`src/rtl/mem_seq_pkg.sv`:
```
// Shared types for the load/store sequencer: access encoding, FSM states
// and the lane-index width helper.
package mem_seq_pkg;

    typedef enum logic [2:0] {
        OP_LB  = 3'b000,
        OP_LH  = 3'b001,
        OP_LW  = 3'b010,
        OP_LBU = 3'b011,
        OP_LHU = 3'b100,
        OP_SB  = 3'b101,
        OP_SH  = 3'b110,
        OP_SW  = 3'b111
    } op_e;

    typedef enum logic [2:0] {
        ST_IDLE  = 3'd0,
        ST_READ  = 3'd1,
        ST_WRITE = 3'd2,
        ST_RESP  = 3'd3,
        ST_ERR   = 3'd4
    } state_e;

    // Number of byte-offset bits inside one memory word.
    function automatic int lsb_w(input int data_w);
        return $clog2(data_w / 8);
    endfunction

endpackage

```
`src/rtl/mem_lane_mux.sv`:
```
// Combinational lane logic: extracts and extends byte/half loads, and merges
// the store byte/half into a previously read word for read-modify-write.
module mem_lane_mux
    import mem_seq_pkg::*;
#(
    parameter int DATA_W = 32,
    localparam int LSB_W = lsb_w(DATA_W)
) (
    input  op_e               op,
    input  logic [LSB_W-1:0]  lane,
    input  logic [DATA_W-1:0] word,
    input  logic [DATA_W-1:0] wdata,
    output logic [DATA_W-1:0] load_data,
    output logic [DATA_W-1:0] store_data
);

    localparam int NB = DATA_W / 8;
    localparam int NH = DATA_W / 16;

    logic [7:0]        byte_lane [NB];
    logic [15:0]       half_lane [NH];
    logic [DATA_W-1:0] merged;
    logic [7:0]        byte_sel;
    logic [15:0]       half_sel;

    genvar gi;
    generate
        for (gi = 0; gi < NB; gi++) begin : g_byte
            localparam logic [LSB_W-1:0] IDX = LSB_W'(gi);
            assign byte_lane[gi] = word[gi*8 +: 8];
            // A half store covers two bytes; the low byte of wdata lands in the even one.
            assign merged[gi*8 +: 8] =
                (op == OP_SB && lane == IDX)                         ? wdata[7:0] :
                (op == OP_SH && lane[LSB_W-1:1] == IDX[LSB_W-1:1])   ? wdata[(gi%2)*8 +: 8] :
                                                                       word[gi*8 +: 8];
        end
        for (gi = 0; gi < NH; gi++) begin : g_half
            assign half_lane[gi] = word[gi*16 +: 16];
        end
    endgenerate

    assign byte_sel = byte_lane[lane];
    assign half_sel = half_lane[lane[LSB_W-1:1]];

    always_comb begin
        load_data = word;
        case (op)
            OP_LB:   load_data = {{(DATA_W-8){byte_sel[7]}}, byte_sel};
            OP_LBU:  load_data = {{(DATA_W-8){1'b0}}, byte_sel};
            OP_LH:   load_data = {{(DATA_W-16){half_sel[15]}}, half_sel};
            OP_LHU:  load_data = {{(DATA_W-16){1'b0}}, half_sel};
            default: load_data = word;
        endcase
    end

    assign store_data = (op == OP_SW) ? wdata : merged;

endmodule

```
`src/rtl/mem_access_seq.sv`:
```
// Load/store sequencer: accepts one access, runs the memory handshake with a
// fixed read latency, and returns an extended load result or a merged store.
module mem_access_seq
    import mem_seq_pkg::*;
#(
    parameter int DATA_W  = 32,
    parameter int ADDR_W  = 32,
    parameter int MEM_LAT = 1
) (
    input  logic              clk,
    input  logic              Reset,
    input  logic              Start,
    input  logic [2:0]        Op,
    input  logic [ADDR_W-1:0] Addr,
    input  logic [DATA_W-1:0] WData,
    output logic              Busy,
    output logic              Done,
    output logic              AlignErr,
    output logic [DATA_W-1:0] RData,
    output logic [ADDR_W-1:0] MemAddr,
    output logic              MemWr,
    output logic [DATA_W-1:0] MemWData,
    input  logic [DATA_W-1:0] MemRData
);

    localparam int LSB_W = lsb_w(DATA_W);
    localparam int CNT_W = (MEM_LAT > 1) ? $clog2(MEM_LAT) : 1;
    localparam logic [CNT_W-1:0] CNT_LAST = CNT_W'(MEM_LAT - 1);

    state_e            state_reg, state_next;
    op_e               op_reg, op_next;
    logic [LSB_W-1:0]  lane_reg, lane_next;
    logic [DATA_W-1:0] wdata_reg, wdata_next;
    logic [DATA_W-1:0] buf_reg, buf_next;
    logic [CNT_W-1:0]  cnt_reg, cnt_next;
    logic [DATA_W-1:0] rdata_reg, rdata_next;
    logic [ADDR_W-1:0] mem_addr_reg, mem_addr_next;
    logic [DATA_W-1:0] mem_wdata_reg, mem_wdata_next;

    op_e               op_in;
    logic              is_half, is_word, misaligned;
    logic [DATA_W-1:0] mux_word, load_word, store_word;

    assign op_in = op_e'(Op);

    always_comb begin
        is_half    = (op_in == OP_LH) || (op_in == OP_LHU) || (op_in == OP_SH);
        is_word    = (op_in == OP_LW) || (op_in == OP_SW);
        misaligned = (is_half && Addr[0]) || (is_word && (Addr[LSB_W-1:0] != '0));
    end

    // On the final read cycle the lane logic works straight off the memory bus,
    // so the result or merged word is ready on the same edge the buffer loads.
    assign mux_word = (state_reg == ST_READ) ? MemRData : buf_reg;

    mem_lane_mux #(.DATA_W(DATA_W)) u_lane_mux (
        .op         (op_reg),
        .lane       (lane_reg),
        .word       (mux_word),
        .wdata      (wdata_reg),
        .load_data  (load_word),
        .store_data (store_word)
    );

    always_comb begin
        state_next     = state_reg;
        op_next        = op_reg;
        lane_next      = lane_reg;
        wdata_next     = wdata_reg;
        buf_next       = buf_reg;
        cnt_next       = cnt_reg;
        rdata_next     = rdata_reg;
        mem_addr_next  = mem_addr_reg;
        mem_wdata_next = mem_wdata_reg;
        unique case (state_reg)
            ST_IDLE: begin
                if (Start) begin
                    op_next       = op_in;
                    lane_next     = Addr[LSB_W-1:0];
                    wdata_next    = WData;
                    mem_addr_next = {Addr[ADDR_W-1:LSB_W], {LSB_W{1'b0}}};
                    cnt_next      = '0;
                    if (misaligned) begin
                        state_next = ST_ERR;
                    end else if (op_in == OP_SW) begin
                        state_next     = ST_WRITE;
                        mem_wdata_next = WData;
                    end else begin
                        state_next = ST_READ;
                    end
                end
            end
            ST_READ: begin
                if (cnt_reg == CNT_LAST) begin
                    buf_next = MemRData;
                    if (op_reg == OP_SB || op_reg == OP_SH) begin
                        state_next     = ST_WRITE;
                        mem_wdata_next = store_word;
                    end else begin
                        state_next = ST_RESP;
                        rdata_next = load_word;
                    end
                end else begin
                    cnt_next = cnt_reg + 1'b1;
                end
            end
            ST_WRITE: state_next = ST_RESP;
            ST_RESP:  state_next = ST_IDLE;
            ST_ERR:   state_next = ST_IDLE;
            default:  state_next = ST_IDLE;
        endcase
    end

    always_ff @(posedge clk or negedge Reset) begin
        if (!Reset) begin
            state_reg     <= ST_IDLE;
            op_reg        <= OP_LB;
            lane_reg      <= '0;
            wdata_reg     <= '0;
            buf_reg       <= '0;
            cnt_reg       <= '0;
            rdata_reg     <= '0;
            mem_addr_reg  <= '0;
            mem_wdata_reg <= '0;
        end else begin
            state_reg     <= state_next;
            op_reg        <= op_next;
            lane_reg      <= lane_next;
            wdata_reg     <= wdata_next;
            buf_reg       <= buf_next;
            cnt_reg       <= cnt_next;
            rdata_reg     <= rdata_next;
            mem_addr_reg  <= mem_addr_next;
            mem_wdata_reg <= mem_wdata_next;
        end
    end

    // Handshake strobes are pure state decode so reset drops them at once.
    assign Busy     = (state_reg != ST_IDLE);
    assign Done     = (state_reg == ST_RESP);
    assign AlignErr = (state_reg == ST_ERR);
    assign MemWr    = (state_reg == ST_WRITE);
    assign RData    = rdata_reg;
    assign MemAddr  = mem_addr_reg;
    assign MemWData = mem_wdata_reg;

endmodule

```
`config.mk`:
```
export PLATFORM = sky130hd
export DESIGN_NAME = mem_access_seq
export DESIGN_NICKNAME = d
export VERILOG_FILES = /design/src/rtl/mem_seq_pkg.sv /design/src/rtl/mem_lane_mux.sv /design/src/rtl/mem_access_seq.sv
export SDC_FILE = /design/constraint.sdc
export NUM_CORES = 1
export LEC_CHECK = 0
export BUFFER_PORTS_ARGS = -buffer_cell sky130_fd_sc_hd__buf_2
export CAP_MARGIN = 30
export CORE_MARGIN = 8
export CORE_UTILIZATION = 24
export CTS_CLUSTER_DIAMETER = 100
export DETAILED_ROUTE_END_ITERATION = 10
export SLEW_MARGIN = 20
export SYNTH_ARGS = -nofsm -noshare
export SYNTH_HDL_FRONTEND = slang
export SYNTH_HIERARCHICAL = 1
export SYNTH_SLANG_ARGS = --single-unit
```
`constraint.sdc`:
```
create_clock -name clk -period 4 [get_ports clk]
set_input_delay 0.2 -clock clk [delete_from_list [all_inputs] [get_ports clk]]
set_output_delay 0.2 -clock clk [all_outputs]
set_load 0.05 [all_outputs]
```
Word level (Yosys, flattened, before mapping)
Index checks and enable logic that the tools add are counted.
Storage, ports and cells
  bits of input ports: 102
  output and inout bits: 100
  word-level logic and storage cells: 97
  register bits after elaboration: 167
Operators by class
  reduce and logical (&&, ||, !) cells: 25
  magnitude comparators: 2
  add/subtract/negate cells: 1
  equality and inequality tests: 23
  mux-type cells: 32
  bitwise gates (word level): 5
Operators with widths (count)
  $mux W32: 7
  $pmux W32 S4: 1
  $mux W8: 10
  $pmux W32 S2: 1
  $mux W16: 3
  $eq A3 B3 Y1 const B: 8
  $bmux W8 S2: 1
  $eq A3 B2 Y1 const B: 4
  $eq A3 B1 Y1 const B: 3
  $mux W3: 3
  $pmux W3 S3: 1
  $logic_and A1 B1 Y1: 8
  $ne A2 B2 Y1 const B: 4
  $reduce_and A2 Y1: 4
  $logic_not A3 Y1: 2
  $reduce_and A6 Y1: 1
  $logic_or A1 B1 Y1: 5
  $eq A2 B2 Y1 const B: 2
  $reduce_bool A2 Y1: 2
  $ge A3 B3 Y1 const B: 1
  $mux W1: 3
  $not A1 Y1: 3
  $not A2 Y3: 1
  $reduce_and A3 Y1: 1
  9 further kinds: 9

Logic depth before layout (Yosys ltp)
  depth in word-level cells: 8
  depth in mapped cells: 11
  mapped depth without buffers: 7

Hierarchy
Netlist, hierarchy kept.
By module, submodules not included
  mem_access_seq: cells an instance 409, times used 1, sequential area each 4154.0 um^2, area each 6867.8 um^2
  mem_lane_mux: cells an instance 248, times used 1, sequential area each 0.0 um^2, area each 1771.7 um^2

Worst setup path after synthesis
OpenSTA, ideal clock, no wires.
  kind: register -> register
  from: register state_reg[2]
  to: register rdata_reg[31] (netlist: RData[31])
  required time: 3.875 ns
  path buffers: 4
  path slack: 1.051 ns
  stages on the path, launching flop included: 12
  arrival time: 2.824 ns
  clock period less this slack: 2.949 ns
  library setup time: 0.125 ns
  cells stage by stage: dfrtp_1 > nor3b_2 > buf_4 > buf_4 > buf_4 > mux2_2 > mux4_2 > nor2_1 > a2111oi_4 > buf_6 > a21o_1 > mux2_2
Between the ends
  cells in the longest elaborated chain, start to end: 6
  elaborated cells on any way between the ends: 10
  those cells by class: eq/ne (1); mux (8); reduce/logical (1)
RTL lines
  from (decl): line mem_access_seq.sv:30  | state_e state_reg, state_next;
  from (signal assigned): line mem_access_seq.sv:126  | state_reg <= state_next;
  $eq A3 B1 Y1: line mem_access_seq.sv:54  | assign mux_word = (state_reg == ST_READ) ? MemRData : buf_reg;
  $mux W32: line mem_access_seq.sv:54
  net mux_word[23]: line mem_access_seq.sv:42  | logic [DATA_W-1:0] mux_word, load_word, store_word;
  $bmux W8 S2: line mem_lane_mux.sv:42  | assign byte_sel = byte_lane[lane];
  $mux W8 (not written as such) (2 in series): line mem_lane_mux.sv:42
  $pmux W32 S4: line mem_lane_mux.sv:47  | case (op)
  net load_word[31]: line mem_access_seq.sv:42
  to (signal assigned): line mem_access_seq.sv:132  | rdata_reg <= rdata_next;
  to (decl): line mem_access_seq.sv:36  | logic [DATA_W-1:0] rdata_reg, rdata_next;
The timed path passes the listed nets, and every way through them passes these cells. The select of a mux whose other input is x is not followed.
A chain may end at the register's enable or synchronous reset.

Worst setup path after layout
  from: register state_reg[2]
  to: register rdata_reg[29] (netlist: RData[29])
Between the ends
  cells in the longest elaborated chain, start to end: 6
  elaborated cells on any way between the ends: 10
  those cells by class: eq/ne (1); mux (8); reduce/logical (1)
RTL lines (line)
  $eq A3 B1 Y1 (*): mem_access_seq.sv:54
  $mux W32 (*): mem_access_seq.sv:54
  net mux_word[31]: mem_access_seq.sv:42
  $bmux W8 S2 / $mux W16 (equally long branches): mem_lane_mux.sv:42, mem_lane_mux.sv:43
  $mux W8 (not written as such) / $mux W16 (equally long branches) (2 in series): mem_lane_mux.sv:42, mem_lane_mux.sv:43
  $pmux W32 S4 (*): mem_lane_mux.sv:47
  net load_word[29]: mem_access_seq.sv:42
Mark *: on every way through the listed nets, which the timed path passes. The rest lies on a longest branch. The select of a mux whose other input is x is not followed.

==> results.md <==
* Critical Path Sink: RData[29]
* Total wire length at 29,010 µm
* Sw Share at 47.21%
* Async S/R FF share, synth at 100.0%
* Most frequent cells in the layout: 198 x buf_2, 176 x mux2_2, 166 x dfrtp_1
* I/O pins at 202
* Internal at 6.199 mW
* First-pass GRT wire length at 43,110 µm
* TritonCTS buffer count at 17
* Max Freq at 340.8 MHz
* R2r startpoint: state_reg[2]
* Critical Path Start Type: register
* Via count at 6,392
* Area of placed instances at 0.01007 mm²
* Detailed placement HPWL at 21,740 µm
* Syn_area_per_cell at 13.15 µm²
* Area growth from synthesis to layout at 29.70%
* Unrepaired setup endpoints after global routing: false
* Crit path kind: register to register
* Cell area after technology mapping at 0.008640 mm²
* CTS tree: done
* Ys flop type: dfrtp_1
* R2R Path End: RData[29]
* Switching power at 5.543 mW
* # hold bufs at CTS at 49
* Worst Path Arrival at 3240 ps
* Die footprint at 0.04232 mm²
* Drt wl/cell at 21.16 µm
* Yosys Warn Count at 6
* Largest delay share family, worst path: multiplexers
* Total Routing Usage GR at 13.50%
* Clk network pwr share at 14.4%
* TNS Setup at 0 ps
* Routed Antenna Nets at 0
* Hold WC Path Type: primary input to register
* # resized after CTS at 0
* Setup-failing EPs final at 0
* Yosys cell types at 59
* Total Nets Final at 996
* Row count at 69
* Share of cells above drive strength 1 at 51.38%
* Post-route non-filler standard cell count at 1,371
* Synth Instances at 657
* Initial antenna violation count at 9
* Buf/Inv on CP at 1
* VDD IR max at 522.5 µV
* Max Cap Viol at 0
* Die Span Y at 205.7 µm
* Final-layout fill cell count at 3,560
* Seq cells post-synth at 166
* Htree depth at 4
* Starting Density at 24.35%
* First drt pass iteration count at 6
* Clk buf depth at 2
* Actual slew at the worst max-slew pin at 912.0 ps
* Minimum clock period at 2934 ps
* Clock latency on the worst-skew pair at 420 ps
* Worst-path clk slew at 60 ps
* Vias per inst at 4.662
* Fin. max-slew vios at 0
* Crit. Startpoint: state_reg[2]
* Final cycle utilization of the critical path at 73.36%
* Most used cell, CP: mux2_2
* Largest net degree at the start of global routing at 76
* Pwr Density at 1048 mW/mm²
* CP peak stage delay at 520 ps
* Core Region at 0.03548 mm²
* Most common cell after layout, fill and taps aside: buf_2
* Leak Pwr at 4.988 nW
* GRT overflow at 0
* Max FO, Critical Path at 12
* Port-buffer cells at 199
* CP Depth at 8
* Die width at 205.7 µm
* Worst Clk Skew at 8.186 ps
* Sequential share of power at 26.7%
* Comb power frac at 58.9%
* Post-synth EDFFs at 0
* Status: completed
* Critical path cell sequence: nor3b_4 > mux2_2 > mux4_2 > nor2_1 > a2111oi_4 > buf_4 > a21o_1 > mux2_2
* R2R cell count at 8
* DRC at 0
* Slowest-stage cell, CP: mux4_2
* Gp weighted congestion at 0.8739
* Worst Path Required at 4310 ps
* Initial detailed-routing violation count at 445
* Vias in the first global route at 6,792
* Design Area, Final at 0.01121 mm²
* Reg-to-reg setup timing slack at 1070 ps
* CTS root buf: clkbuf_16
* Clk sink count at 166
* Dpl cells at 1,285
* Post-CTS setup buffers at 0
* Critical Path End Type: register
* Register area share after synthesis at 48.08%
* Fin. Hold Viols at 0
* Headroom to the max-slew limit at 39.20%
## metal layers
layer,global-route usage (%),vias up,routed length (µm)
li1,-,2953,-
met5,0,-,55
met2,22.48,195,14250
met3,3.889,31,1631
met1,16.86,3205,12730
met4,3.676,8,333
## cells in the mapped netlist (8+ instances only)
master	n	area share [%]
o32ai_1	8	0.81
a21oi_1	10	0.58
a221o_1	16	1.9
mux2i_1	9	1.0
a21o_1	22	1.9
nand2_1	23	1.0
a211oi_1	10	0.87
dfrtp_1	166	48
o22ai_1	9	0.65
mux2_2	176	23
mux2_4	30	5.2
nor2b_1	20	1.4
buf_4	11	0.96
buf_2	20	1.2
nor2_1	21	0.91
## logic make-up (layout without fill, tap and decap cells)
kind of cell,after synthesis,after routing,synth area share (%)
XOR/XNOR,2,2,0.2028
AND/OR/NAND/NOR,97,97,6.155
AO/OA/AOI/OAI,123,123,11.43
flip-flops,166,166,48.08
multiplexers,222,222,30.50
buffers and inverters,46,293,3.592
other,1,7,0.04341
## cell type report
| cell class | count | area (µm²) | area share, % |
|---|---|---|---|
| inverter | 2 | 7.507 | 0.06699 |
| multi-input combinational | 446 | 4195 | 37.44 |
| antenna | 5 | 12.51 | 0.1117 |
| sequential | 166 | 4154 | 37.07 |
| tap | 461 | 576.8 | 5.147 |
| clock inverter | 9 | 126.4 | 1.128 |
| clock buffer | 21 | 470.5 | 4.198 |
| timing repair buffer | 261 | 1663 | 14.84 |
## power groups by stage
stage               Sequential, mW  Combinational, mW  Clock, mW
finish                        3.13               6.92       1.69
global route                  3.25               7.32       1.81
CTS                           3.13               6.93       1.75
detailed placement            3.15               6.86          0
global placement              3.15               6.75          0
floorplan                     4.58               3.65          0
## stage by stage
stage	utilization [%]	total power [mW]	hold WS (ps)	setup slack [ps]
2_1_floorplan	-	8.233	-95.59	1051
6_report	31.58	11.74	23.06	1066
5_1_grt	31.57	12.38	11.65	945.1
3_3_place_gp	28.26	9.893	424.9	1139
3_5_place_dp	28.38	10.02	118.4	1092
4_1_cts	31.45	11.80	0.5817	1073
## how the worst min path moves through the flow
stage	from	to	slack, ps	cells after the start
2_1_floorplan	Reset	MemAddr[10]	-100	0
3_3_place_gp	Reset	MemAddr[31]	420	1
3_5_place_dp	Reset	MemAddr[31]	120	1
4_1_cts	WData[13]	wdata_reg[13]	0.6	2
5_1_grt	WData[17]	wdata_reg[17]	10	2
6_report	WData[29]	wdata_reg[29]	20	2
## worst register-to-register path: stages, from the launching register on
cell and delay (ps):
dfrtp_1 460, nor3b_4 400, mux2_2 470, mux4_2 520, nor2_1 190, a2111oi_4 100, buf_4 250, a21o_1 170
mux2_2 260
(Power assumes the default switching activity.)
